File: config.mk
export PLATFORM = sky130hd
export DESIGN_NAME = div_seq_ctrl
export DESIGN_NICKNAME = d
export VERILOG_FILES = /design/src/rtl/div_seq_ctrl.sv
export SDC_FILE = /design/constraint.sdc
export NUM_CORES = 1
export LEC_CHECK = 0
export ABC_CLOCK_PERIOD_IN_PS = 2900
export CAP_MARGIN = 20
export CORE_ASPECT_RATIO = 0.9
export CORE_MARGIN = 2
export CORE_UTILIZATION = 30
export DETAILED_ROUTE_END_ITERATION = 10
export SLEW_MARGIN = 25
export SYNTH_ARGS = -nofsm -noshare
export SYNTH_HDL_FRONTEND = slang
export SYNTH_SLANG_ARGS = --single-unit
export TNS_END_PERCENT = 5
File: constraint.sdc
create_clock -name clk -period 2.9 [get_ports clk]
set_clock_uncertainty 0.2 [all_clocks]
set_input_delay 0.435 -clock clk [delete_from_list [all_inputs] [get_ports clk]]
set_output_delay 0.435 -clock clk [all_outputs]
set_load 0.01 [all_outputs]
File: src/rtl/div_seq_ctrl.sv
// Sequential restoring divider controller: accepts one operand pair, runs one
// shift-subtract step per clock, then holds the result until it is taken.
// A zero divisor completes on a short path with the div_by_zero flag set.
module div_seq_ctrl #(
  parameter int unsigned WIDTH = 4
) (
  input  logic             clk,
  input  logic             rst_n,
  input  logic             flush,
  input  logic             in_valid,
  output logic             in_ready,
  input  logic [WIDTH-1:0] in_a,
  input  logic [WIDTH-1:0] in_b,
  output logic             out_valid,
  input  logic             out_ready,
  output logic [WIDTH-1:0] quotient,
  output logic [WIDTH-1:0] remainder,
  output logic             div_by_zero,
  output logic             busy
);

  localparam int unsigned CntW = $clog2(WIDTH);
  localparam logic [CntW-1:0] LastCnt = CntW'(WIDTH - 1);

  typedef enum logic [1:0] {StIdle, StCalc, StHold} state_e;

  state_e           state_q;
  logic [WIDTH-1:0] divisor_q;
  logic [WIDTH-1:0] wq_q;
  // The remainder never reaches the divisor, so its top bit is kept only in
  // the trial value t.
  logic [WIDTH-1:0] rem_q;
  logic [CntW-1:0]  cnt_q;
  logic [WIDTH-1:0] quotient_q;
  logic [WIDTH-1:0] remainder_q;
  logic             dbz_q;

  logic [WIDTH:0]   trial;
  logic [WIDTH-1:0] step_rem_d;
  logic [WIDTH-1:0] step_wq_d;

  // One restoring step: shift in the next dividend bit, subtract if it fits.
  always_comb begin
    trial      = {rem_q, wq_q[WIDTH-1]};
    step_rem_d = trial[WIDTH-1:0];
    step_wq_d  = {wq_q[WIDTH-2:0], 1'b0};
    if (trial >= {1'b0, divisor_q}) begin
      // Difference is below the divisor, so the low WIDTH bits are exact.
      step_rem_d = trial[WIDTH-1:0] - divisor_q;
      step_wq_d  = {wq_q[WIDTH-2:0], 1'b1};
    end
  end

  // Control FSM plus working and result registers; flush beats every transition.
  always_ff @(posedge clk or negedge rst_n) begin
    if (!rst_n) begin
      state_q     <= StIdle;
      divisor_q   <= '0;
      wq_q        <= '0;
      rem_q       <= '0;
      cnt_q       <= '0;
      quotient_q  <= '0;
      remainder_q <= '0;
      dbz_q       <= 1'b0;
    end else if (flush) begin
      state_q <= StIdle;
    end else begin
      unique case (state_q)
        StIdle: begin
          if (in_valid) begin
            if (in_b != '0) begin
              divisor_q <= in_b;
              wq_q      <= in_a;
              rem_q     <= '0;
              cnt_q     <= '0;
              state_q   <= StCalc;
            end else begin
              quotient_q  <= '1;
              remainder_q <= in_a;
              dbz_q       <= 1'b1;
              state_q     <= StHold;
            end
          end
        end
        StCalc: begin
          rem_q <= step_rem_d;
          wq_q  <= step_wq_d;
          cnt_q <= cnt_q + 1'b1;
          if (cnt_q == LastCnt) begin
            quotient_q  <= step_wq_d;
            remainder_q <= step_rem_d;
            dbz_q       <= 1'b0;
            state_q     <= StHold;
          end
        end
        StHold: begin
          if (out_ready) state_q <= StIdle;
        end
        default: state_q <= StIdle;
      endcase
    end
  end

  // Handshake and status decodes depend on registered state only.
  always_comb begin
    in_ready    = (state_q == StIdle);
    out_valid   = (state_q == StHold);
    busy        = (state_q != StIdle);
    quotient    = quotient_q;
    remainder   = remainder_q;
    div_by_zero = dbz_q;
  end

endmodule

==> results of run 1 <==
power by group through the flow:
| stage | Sequential [µW] | Clock, µW | Combinational [µW] |
|---|---|---|---|
| after floorplan | 501 | 0 | 272 |
| after global placement | 493 | 0 | 449 |
| after detailed placement | 494 | 0 | 459 |
| after CTS | 487 | 219 | 460 |
| after global routing | 498 | 232 | 514 |
| final | 486 | 210 | 456 |
cells in the final DEF (no fill, tap or decap), types with 5 or more instances in the layout:
cell / n
sky130_fd_sc_hd__nor2_1: 13
sky130_fd_sc_hd__inv_1: 7
sky130_fd_sc_hd__a21o_1: 5
sky130_fd_sc_hd__ha_1: 5
sky130_fd_sc_hd__dfrtp_1: 25
sky130_fd_sc_hd__clkdlybuf4s50_1: 24
sky130_fd_sc_hd__o21ai_0: 7
sky130_fd_sc_hd__buf_4: 5
sky130_fd_sc_hd__a21oi_1: 8
sky130_fd_sc_hd__nand2_1: 32
final cells by class:
cell class                 count  area (µm²)
clock buffer                   3       41.29
clock inverter                 1       5.005
fill                         440        2678
inverter                       7       26.28
multi-input combinational    108       671.9
sequential                    25       625.6
tap                           62       77.57
timing repair buffer          29       277.8
metrics by stage:
stage	util	total power [µW]	instances
3_5_place_dp	0.3814	952.5	231
2_1_floorplan	-	772.7	146
6_report	0.3919	1151	235
4_1_cts	0.3919	1166	235
3_3_place_gp	0.3814	942.4	231
5_1_grt	0.3919	1244	235
critical path: stages:
cell,delay (ns)
sky130_fd_sc_hd__clkdlybuf4s50_1,0.48
sky130_fd_sc_hd__or4_1,0.57
sky130_fd_sc_hd__a21oi_1,0.15
sky130_fd_sc_hd__or3_1,0.31
sky130_fd_sc_hd__buf_4,0.22
sky130_fd_sc_hd__a21oi_1,0.05
sky130_fd_sc_hd__a21o_1,0.15
worst min-delay path by stage:
stage / startpoint / end / slack (ns) / depth (start not counted)
global route: divisor_q[3] / divisor_q[3] / 0.30 / 2
global placement: divisor_q[2] / divisor_q[2] / 0.26 / 2
detailed placement: divisor_q[2] / divisor_q[2] / 0.26 / 2
CTS: divisor_q[2] / divisor_q[2] / 0.29 / 2
finish: divisor_q[2] / divisor_q[2] / 0.28 / 2
floorplan: rst_n / cnt_q[0] / -0.06 / 0
kinds of logic (layout without fill, tap and decap cells):
logic type | after synthesis | in the layout | synth area share
flip-flops | 25 | 25 | 0.4579
buffers and inverters | 13 | 40 | 0.05036
AO/OA/AOI/OAI | 32 | 32 | 0.1566
adder cells (fa/ha/maj) | 6 | 6 | 0.06044
XOR/XNOR | 1 | 1 | 0.006411
AND/OR/NAND/NOR | 64 | 64 | 0.2253
multiplexers | 5 | 5 | 0.04304
per-layer routing:
layer / vias to the layer above / part of all wire
met2: 19 / 0.45
met4: 0 / 0.0060
met1: 520 / 0.51
li1: 556 / -
met3: 2 / 0.038
met5: - / 0
flip-flops by register name, indices dropped and copies added (netlist names):
name	count
wq_q	4
divisor_q	4
div_by_zero	1
state_q	2
cnt_q	2
rem_q	4
remainder	4
quotient	4
==> flow_metrics.env, run 1 <==
export IMPL_cap_violations=0
export IMPL_cell_internal_pwr_uw=761.2
export IMPL_drive_above_1_share=0.1156
export IMPL_cts_resized=0
export IMPL_reg2regPathDepth=6
export IMPL_syn_nets=165
export IMPL_cp_required_ns=2.87
export IMPL_post_synth_edffs=0
export IMPL_grt_pass1_wl_um=4857
export IMPL_cts_tree="built"
export IMPL_htreeDepth=1
export IMPL_worst_slew_pin_transition_ns=0.5185
export IMPL_post_synth_top_count_cell="sky130_fd_sc_hd__nand2_1"
export IMPL_antenna_found_initial=0
export IMPL_setup_viol=0
export IMPL_totalWireLength_um=2844
export IMPL_nets=193
export IMPL_drtAntennaViolNets=0
export IMPL_powerDensity_nw_per_um2=667.3
export IMPL_timing_hold_ws_ns=0.2829
export IMPL_synth_yosys_warnings=0
export IMPL_die_w_um=75.14
export IMPL_finalSetupTns_ns=0
export IMPL_dpl_instance_area_um2=1679
export IMPL_num_vias=1097
export IMPL_setup_worst_path_class="input port to flip-flop"
export IMPL_run_status="complete, no violations"
export IMPL_final_hold_violation_count=0
export IMPL_final_period_utilization=0.8216
export IMPL_worstReg2RegEnd="rem_q[0]"
export IMPL_clock_sinks=25
export IMPL_power_frac_seq=0.422
export IMPL_detail_route_vias_per_cell=4.668
export IMPL_p_sw_frac=0.3389
export IMPL_layout_setup_ws_ns=0.5174
export IMPL_antenna_diode_instance_count=0
export IMPL_synth_area_leaders="sky130_fd_sc_hd__dfrtp_1, sky130_fd_sc_hd__nand2_1, sky130_fd_sc_hd__ha_1, sky130_fd_sc_hd__nor2_1, sky130_fd_sc_hd__a21oi_1"
export IMPL_track_usage=0.1255
export IMPL_cts_hold_fix_buffers=0
export IMPL_grt_ovfl_total=0
export IMPL_fmaxAchievable_ghz=0.4197
export IMPL_clock_tree_buffer_depth=2
export IMPL_first_pass_iters=4
export IMPL_final_design_area_no_fill_um2=1725
export IMPL_pwr_share_clk=0.182
export IMPL_port_buffer_count=24
export IMPL_switching_power_uw=390.1
export IMPL_dp_hpwl_um=2116
export IMPL_use_met1=0.1791
export IMPL_setup_reg_to_reg_worst_slack_ns=0.53
export IMPL_syn_inst=146
export IMPL_grt_met2_usage=0.1941
export IMPL_cts_clk_slew_worst_paths_ns=0.09
export IMPL_layout_min_cycle_time_ns=2.383
export IMPL_critical_path_endpoint="wq_q[2]"
export IMPL_ys_ff_latch=25
export IMPL_worstSetupEndpointType="flip-flop"
export IMPL_drt_drc_violations_left=0
export IMPL_gp_routability_congestion=0.8606
export IMPL_post_synth_top_area_cell="sky130_fd_sc_hd__dfrtp_1"
export IMPL_clkLatencyLatePin_ns=0.27
export IMPL_crit_arrival_ns=2.35
export IMPL_worst_setup_slack_before_clock_tree_synthesis_ns=0.2395
export IMPL_timing_max_transition_violations_final=0
export IMPL_postSynth_topFlopCell="sky130_fd_sc_hd__dfrtp_1"
export IMPL_die_h_um=68.02
export IMPL_grt_pass1_vias=1018
export IMPL_busiest_metal_layer_after_global_routing="met2"
export IMPL_critical_path_max_fanout=9
export IMPL_fp_row_count=23
export IMPL_avgSynthCellArea_um2=9.358
export IMPL_cts_post_setup_buffers_inserted=0
export IMPL_postSynth_asyncResetShare=1.000
export IMPL_yosysUniqueCellTypes=36
export IMPL_worst_ir_drop_vdd_mv=0.3380
export IMPL_slew_headroom=0.6543
export IMPL_floorplan_die_area_um2=5111
export IMPL_core_region_area_um2=4403
export IMPL_timing_critical_path_from_type="input port"
export IMPL_global_route_usage_met3=0.03535
export IMPL_timing_hold_worst_class="flip-flop to flip-flop"
export IMPL_drt_first_iter_violations=66
export IMPL_ctsRootBufferMaster="sky130_fd_sc_hd__clkbuf_8"
export IMPL_pin_count=25
export IMPL_leak_uw=0.0007627
export IMPL_rsz_0062_raised_after_global_routing="no"
export IMPL_synth_cells_most_frequent="sky130_fd_sc_hd__nand2_1, sky130_fd_sc_hd__dfrtp_1, sky130_fd_sc_hd__nor2_1"
export IMPL_crit_reg2reg_launch="divisor_q[0]"
export IMPL_crit_path_start="in_b[1]"
export IMPL_power_share_combinational=0.396
export IMPL_grt_max_degree=26
export IMPL_routedWlPerCell_um=12.10
export IMPL_synth_top_cell_area_share=0.4579
export IMPL_synth_area_um2=1366
export IMPL_initial_cell_density_of_the_core=0.3103
export IMPL_seq_area_frac_synth=0.4579
export IMPL_area_growth_syn_to_layout_pct=26.28
export IMPL_number_of_buffers_added_by_the_clock_tree_synthesis_step=3
Note: power is estimated with default switching activity, not from simulation.
==> inputs of run 2 (changes only) <==
--- a/config.mk
+++ b/config.mk
@@ -5,7 +5,7 @@
 export SDC_FILE = /design/constraint.sdc
 export NUM_CORES = 1
 export LEC_CHECK = 0
-export ABC_CLOCK_PERIOD_IN_PS = 2900
+export ABC_CLOCK_PERIOD_IN_PS = 2000
 export CAP_MARGIN = 20
 export CORE_ASPECT_RATIO = 0.9
 export CORE_MARGIN = 2
==> constraint.sdc (replaced) <==
create_clock -name clk -period 2 [get_ports clk]
set_clock_uncertainty 0.2 [all_clocks]
set_input_delay 0.3 -clock clk [delete_from_list [all_inputs] [get_ports clk]]
set_output_delay 0.3 -clock clk [all_outputs]
set_load 0.01 [all_outputs]
==> run 2 against run 1 <==
Effect of this change:
- global-route usage grew 1.9 points
- sequential share of layout area shrank 5.8 points
- utilization grew 7.6 points
- power grew 65%
- via count grew 11%
- sequential cell count is the same
- routed wire length grew 27%
- cell count grew 11%
- non-clock buffer count grew 25
- critical path depth is the same
- hold slack lost 0.10 ns
- worst setup slack lost 0.50 ns
- critical endpoint is now rem_q[1]
- largest cell class unchanged
==> flow_metrics.env, run 2 (synthesized netlist as in run 1, its figures left out) <==
export IMPL_run_status="complete, no violations"
export IMPL_fp_row_count=23
export IMPL_place_detailed_instances=251
export IMPL_fmaxAchievable_ghz=0.5037
export IMPL_drt_drc_violations_left=0
export IMPL_first_pass_iters=4
export IMPL_grt_pass1_wl_um=5630
export IMPL_cts_clk_slew_worst_paths_ns=0.10
export IMPL_cts_tree="built"
export IMPL_mostFrequentLayoutCells="sky130_fd_sc_hd__nand2_1, sky130_fd_sc_hd__buf_4, sky130_fd_sc_hd__dfrtp_1"
export IMPL_nets=218
export IMPL_routedWlPerCell_um=13.88
export IMPL_pin_count=25
export IMPL_slew_headroom=0.7533
export IMPL_clock_tree_buffer_depth=2
export IMPL_crit_path_max_incr_delay_ns=0.40
export IMPL_number_of_buffers_added_by_the_clock_tree_synthesis_step=3
export IMPL_critical_path_slowest_cell="sky130_fd_sc_hd__dfrtp_1"
export IMPL_totalPowerFinal_uw=1900
export IMPL_die_h_um=68.02
export IMPL_drt_met1_wl_um=1625
export IMPL_dp_hpwl_um=2557
export IMPL_htreeDepth=1
export IMPL_rsz_0062_raised_after_global_routing="yes"
export IMPL_port_buffer_count=24
export IMPL_worst_ir_drop_vdd_mv=0.4158
export IMPL_powerDensity_nw_per_um2=922.1
export IMPL_setup_worst_path_class="flip-flop to flip-flop"
export IMPL_final_design_area_no_fill_um2=2061
export IMPL_num_vias=1215
export IMPL_clkLatencyLatePin_ns=0.27
export IMPL_antenna_diode_instance_count=0
export IMPL_leak_uw=0.0009863
export IMPL_timing_hold_worst_class="input port to asynchronous set/reset pin"
export IMPL_fillers=412
export IMPL_initial_cell_density_of_the_core=0.3103
export IMPL_grt_pass1_vias=1208
export IMPL_final_period_utilization=0.9926
export IMPL_core_region_area_um2=4403
export IMPL_ctsRootBufferMaster="sky130_fd_sc_hd__clkbuf_8"
export IMPL_clock_sinks=25
export IMPL_crit_arrival_ns=1.96
export IMPL_cts_hold_fix_buffers=0
export IMPL_grt_ovfl_total=0
export IMPL_gp_routability_congestion=0.8119
export IMPL_dpl_instance_area_um2=1866
export IMPL_totalWireLength_um=3609
export IMPL_grt_max_degree=26
export IMPL_die_w_um=75.14
export IMPL_most_frequent_standard_cell_in_the_layout_excluding_fill_and_tap_cells="sky130_fd_sc_hd__nand2_1"
export IMPL_highest_signal_layer="met4"
export IMPL_track_usage=0.1448
export IMPL_setup_reg_to_reg_worst_slack_ns=0.01
export IMPL_floorplan_die_area_um2=5111
export IMPL_final_hold_violation_count=0
export IMPL_timing_critical_path_from_type="flip-flop"
export IMPL_layout_min_cycle_time_ns=1.985
export IMPL_met2WireLength_um=1773
export IMPL_worstSetupEndpointType="flip-flop"
export IMPL_wl_met3_um=168
export IMPL_cp_required_ns=1.98
export IMPL_antenna_found_initial=0
export IMPL_setup_viol=0
export IMPL_area_growth_syn_to_layout_pct=50.82
export IMPL_drive_above_1_share=0.2828
export IMPL_final_cells=260
export IMPL_timing_max_transition_violations_final=0
export IMPL_drtAntennaViolNets=0
export IMPL_critical_path_max_fanout=6
export IMPL_worst_slew_pin_transition_ns=0.3689
export IMPL_detail_route_vias_per_cell=4.673
export IMPL_drt_first_iter_violations=68
export IMPL_timing_critical_path_cells="inv_2 -> ha_4 -> nand2b_4 -> a21oi_4 -> a22o_4 -> mux2_2 -> o31ai_2"
export IMPL_cap_violations=0
[run 2: final cells by class]
type | count | area, µm² | share of cell area
Multi-Input combinational cell | 108 | 763.2 | 0.3704
Sequential cell | 25 | 626.9 | 0.3042
Timing Repair Buffer | 54 | 521.8 | 0.2532
Tap cell | 62 | 77.57 | 0.03764
Clock buffer | 4 | 45.04 | 0.02186
Inverter | 7 | 26.28 | 0.01275
[run 2: path summary, 6_finish.rpt]
check / start / to / cells after the start
max: wq_q[3] / rem_q[1] / 7
min: rst_n / rem_q[3] / 2
max reg2reg: wq_q[3] / rem_q[1] / 7
min reg2reg: divisor_q[2] / divisor_q[2] / 2
max in group asynchronous: rst_n / state_q[1] / 2
min in group clk: in_b[1] / divisor_q[1] / 4
[run 2: per-stage QoR]
stage | hold slack (ns) | utilization | setup TNS, ns | setup slack [ns]
after CTS | 0.1978 | 0.4459 | -0.05548 | -0.02897
final | 0.1811 | 0.4680 | 0 | 0.01476
after floorplan | -0.1956 | - | 0 | 0.006060
after global routing | 0.2222 | 0.4680 | -0.1294 | -0.05674
after detailed placement | 0.2776 | 0.4237 | -5.359 | -0.3326
after global placement | 0.2655 | 0.4237 | -4.627 | -0.3218
[run 2: report_power, final]
| group | switching, µW | internal [µW] |
|---|---|---|
| Combinational | 409 | 487 |
| Clock | 166 | 143 |
| Sequential | 74.4 | 622 |
[run 2: worst max-delay path: cells and delay by family, from the launching register on]
family	cells	cell delay [ns]
multiplexers	1	0.34
adder cells (fa/ha/maj)	1	0.20
AND/OR/NAND/NOR	1	0.14
buffers and inverters	1	0.08
AO/OA/AOI/OAI	3	0.51
flip-flops	1	0.40
[run 2: timing repair]
item / CTS / global route
endpoints found under the setup margin: 11 / 15
cloned: 0 / 1
setup buffers: 2 / 2
pin swaps: 2 / 3
gates resized for setup: 12 / 14
[run 2: routing by layer]
| layer | up-vias | global-route usage |
|---|---|---|
| li1 | 600 | - |
| met5 | - | 0 |
| met3 | 6 | 0.03240 |
| met2 | 33 | 0.2478 |
| met1 | 576 | 0.1900 |
| met4 | 0 | 0.02632 |
==> inputs of run 3 (changes only) <==
--- a/config.mk
+++ b/config.mk
@@ -5,6 +5,7 @@
 export SDC_FILE = /design/constraint.sdc
 export NUM_CORES = 1
 export LEC_CHECK = 0
+export ABC_AREA = 1
 export ABC_CLOCK_PERIOD_IN_PS = 2000
 export CAP_MARGIN = 20
 export CORE_ASPECT_RATIO = 0.9
==> run 3 against run 2 <==
Effect of this change:
- critical path depth down 4
- synthesized cell count rose by 21%
- count of clock-buffer cells in the layout is 1 lower
- clock power decreased by 2%
- largest power group unchanged
- routed wire length is 19% lower
- cell count up 4.6%
- non-clock buffer count decreased by 21
- sequential share of layout area increased by 4.6 points
- final area fell by 13%
- fmax rose by 3.2%
- area after synthesis is essentially flat
- highest routed layer unchanged
==> flow_metrics.env, run 3 <==
export IMPL_run_status="complete, no violations"
export IMPL_finalSetupTns_ns=0
export IMPL_cp_buffers_inverters=2
export IMPL_leak_uw=0.0009239
export IMPL_grt_max_degree=26
export IMPL_final_hold_violation_count=0
export IMPL_most_frequent_standard_cell_in_the_layout_excluding_fill_and_tap_cells="sky130_fd_sc_hd__nand2_1"
export IMPL_post_synth_top_area_cell="sky130_fd_sc_hd__dfrtp_1"
export IMPL_pwr_share_clk=0.141
export IMPL_fmaxAchievable_ghz=0.5199
export IMPL_power_frac_seq=0.384
export IMPL_synth_area_leaders="sky130_fd_sc_hd__dfrtp_1, sky130_fd_sc_hd__nand2_1, sky130_fd_sc_hd__inv_1, sky130_fd_sc_hd__nand3_1, sky130_fd_sc_hd__ha_1"
export IMPL_timing_hold_worst_class="input port to asynchronous set/reset pin"
export IMPL_worst_ir_drop_vdd_mv=0.6889
export IMPL_dp_hpwl_um=2232
export IMPL_fp_row_count=23
export IMPL_p_sw_frac=0.3803
export IMPL_port_buffer_count=24
export IMPL_worstSetupEndpointType="output pin"
export IMPL_syn_inst=176
export IMPL_clkLatencyLatePin_ns=0.27
export IMPL_synth_top_cell_area_share=0.4583
export IMPL_dpl_instance_area_um2=1727
export IMPL_timing_critical_path_cells="inv_1 -> nor2_1 -> clkdlybuf4s50_1"
export IMPL_critical_path_depth=3
export IMPL_htreeDepth=1
export IMPL_avgSynthCellArea_um2=7.756
export IMPL_grt_pass1_vias=1119
export IMPL_ctsRootBufferMaster="sky130_fd_sc_hd__clkbuf_8"
export IMPL_drive_above_1_share=0.1143
export IMPL_setup_viol=0
export IMPL_floorplan_die_area_um2=5107
export IMPL_postSynth_topFlopCell="sky130_fd_sc_hd__dfrtp_1"
export IMPL_mostFrequentLayoutCells="sky130_fd_sc_hd__nand2_1, sky130_fd_sc_hd__inv_1, sky130_fd_sc_hd__dfrtp_1, sky130_fd_sc_hd__clkdlybuf4s50_1, sky130_fd_sc_hd__nor2_1"
export IMPL_worst_slew_pin_transition_ns=0.3201
export IMPL_worstReg2RegEnd="remainder[2]"
export IMPL_power_share_combinational=0.475
export IMPL_track_usage=0.1274
export IMPL_timing_critical_path_from_type="flip-flop"
export IMPL_clock_tree_buffer_depth=2
export IMPL_setup_reg_to_reg_worst_slack_ns=0.19
export IMPL_powerDensity_nw_per_um2=1195
export IMPL_worst_path_dominant_cell_family="buffers and inverters"
export IMPL_cap_violations=0
export IMPL_antenna_diode_instance_count=0
export IMPL_drt_drc_violations_left=0
export IMPL_detail_route_vias_per_cell=4.408
export IMPL_grt_ovfl_total=0
export IMPL_critical_path_slowest_cell="sky130_fd_sc_hd__clkdlybuf4s50_1"
export IMPL_crit_path_max_incr_delay_ns=0.53
export IMPL_setup_worst_path_class="flip-flop to output pin"
export IMPL_area_growth_syn_to_layout_pct=31.26
export IMPL_timing_max_transition_violations_final=0
export IMPL_reg2regPathDepth=9
export IMPL_crit_reg2reg_launch="rem_q[1]"
export IMPL_rsz_0062_raised_after_global_routing="no"
export IMPL_post_synth_edffs=0
export IMPL_slew_headroom=0.7866
export IMPL_cts_tree="built"
export IMPL_drt_first_iter_violations=44
export IMPL_postSynth_asyncResetShare=1.000
export IMPL_antenna_found_initial=0
export IMPL_yosysUniqueCellTypes=22
export IMPL_synth_area_um2=1365
export IMPL_synth_yosys_warnings=0
export IMPL_critical_path_max_fanout=4
export IMPL_cts_hold_fix_buffers=0
export IMPL_post_synth_top_count_cell="sky130_fd_sc_hd__nand2_1"
export IMPL_crit_arrival_ns=1.42
export IMPL_core_region_area_um2=4403
export IMPL_die_w_um=75.11
export IMPL_grt_pass1_wl_um=4988
export IMPL_pin_count=25
export IMPL_synth_cells_most_frequent="sky130_fd_sc_hd__nand2_1, sky130_fd_sc_hd__inv_1, sky130_fd_sc_hd__dfrtp_1"
export IMPL_seq_area_frac_synth=0.4583
export IMPL_clock_sinks=25
export IMPL_initial_cell_density_of_the_core=0.3100
export IMPL_cell_internal_pwr_uw=1327
export IMPL_final_design_area_no_fill_um2=1792
export IMPL_crit_path_start="state_q[1]"
export IMPL_die_h_um=68.00
export IMPL_cp_required_ns=1.50
export IMPL_num_vias=1199
export IMPL_critical_path_endpoint="out_valid"
export IMPL_routedWlPerCell_um=10.78
export IMPL_totalWireLength_um=2932
export IMPL_drtAntennaViolNets=0
export IMPL_totalPowerFinal_uw=2140
export IMPL_final_period_utilization=0.9617
export IMPL_gp_routability_congestion=0.7906
export IMPL_cts_resized=2
export IMPL_layout_min_cycle_time_ns=1.923
export IMPL_syn_nets=195
export IMPL_first_pass_iters=4
export IMPL_ys_ff_latch=25
export IMPL_switching_power_uw=813.9
export IMPL_nets=230
export IMPL_cts_clk_slew_worst_paths_ns=0.09
export IMPL_number_of_buffers_added_by_the_clock_tree_synthesis_step=3
export IMPL_cts_post_setup_buffers_inserted=0
## run 3: logic make-up after synthesis
kind of cell,share of synthesized area
and+or+nand+nor,0.2869
buffers and inverters,0.1027
DFF,0.4583
AOI/OAI and AO/OA,0.07699
adders and majority gates,0.06050
xor gates and xnor gates,0.006417
muxes,0.008249
## run 3: how the worst min path moves through the flow
stage               slack (ns)      from            to
CTS                       0.21     rst_n  remainder[0]
floorplan                -0.20     rst_n      cnt_q[0]
global route              0.22     rst_n  remainder[0]
finish                    0.20     rst_n  divisor_q[3]
global placement          0.27  cnt_q[1]      cnt_q[1]
detailed placement        0.27  cnt_q[1]      cnt_q[1]
## run 3: area by class of cell
class / instances / area, µm²
fillers: 445 / 2611
flip-flops and latches: 25 / 628.1
multi-input cells: 117 / 613.1
repair buffers: 33 / 310.3
inverters: 31 / 116.4
well taps: 62 / 77.57
clock buffers: 3 / 41.29
clock inverters: 1 / 5.005
## run 3: per-layer routing
layer  share of wire  global-route usage  vias up
met3           0.036             0.03535        2
li1                -                   -      624
met4          0.0041             0.02009        0
met5               0                   0        -
met1            0.50              0.1708      556
met2            0.46              0.2094       17
## run 3: power by group through the flow
stage / logic (µW) / registers [µW] / clock network [µW]
final: 1020 / 821 / 303
after detailed placement: 1010 / 826 / 0
after global placement: 1000 / 827 / 0
after floorplan: 550 / 844 / 0
after CTS: 1020 / 820 / 318
after global routing: 1170 / 849 / 335
## run 3: stage by stage
stage	hold slack [ns]	utilization	std cells	setup slack, ns
floorplan	-0.1956	-	176	0.2030
global placement	0.2656	0.3922	268	0.08700
detailed placement	0.2672	0.3922	268	0.1085
CTS	0.2058	0.4035	272	0.003245
global route	0.2190	0.4069	272	0.01056
finish	0.1961	0.4069	272	0.07666
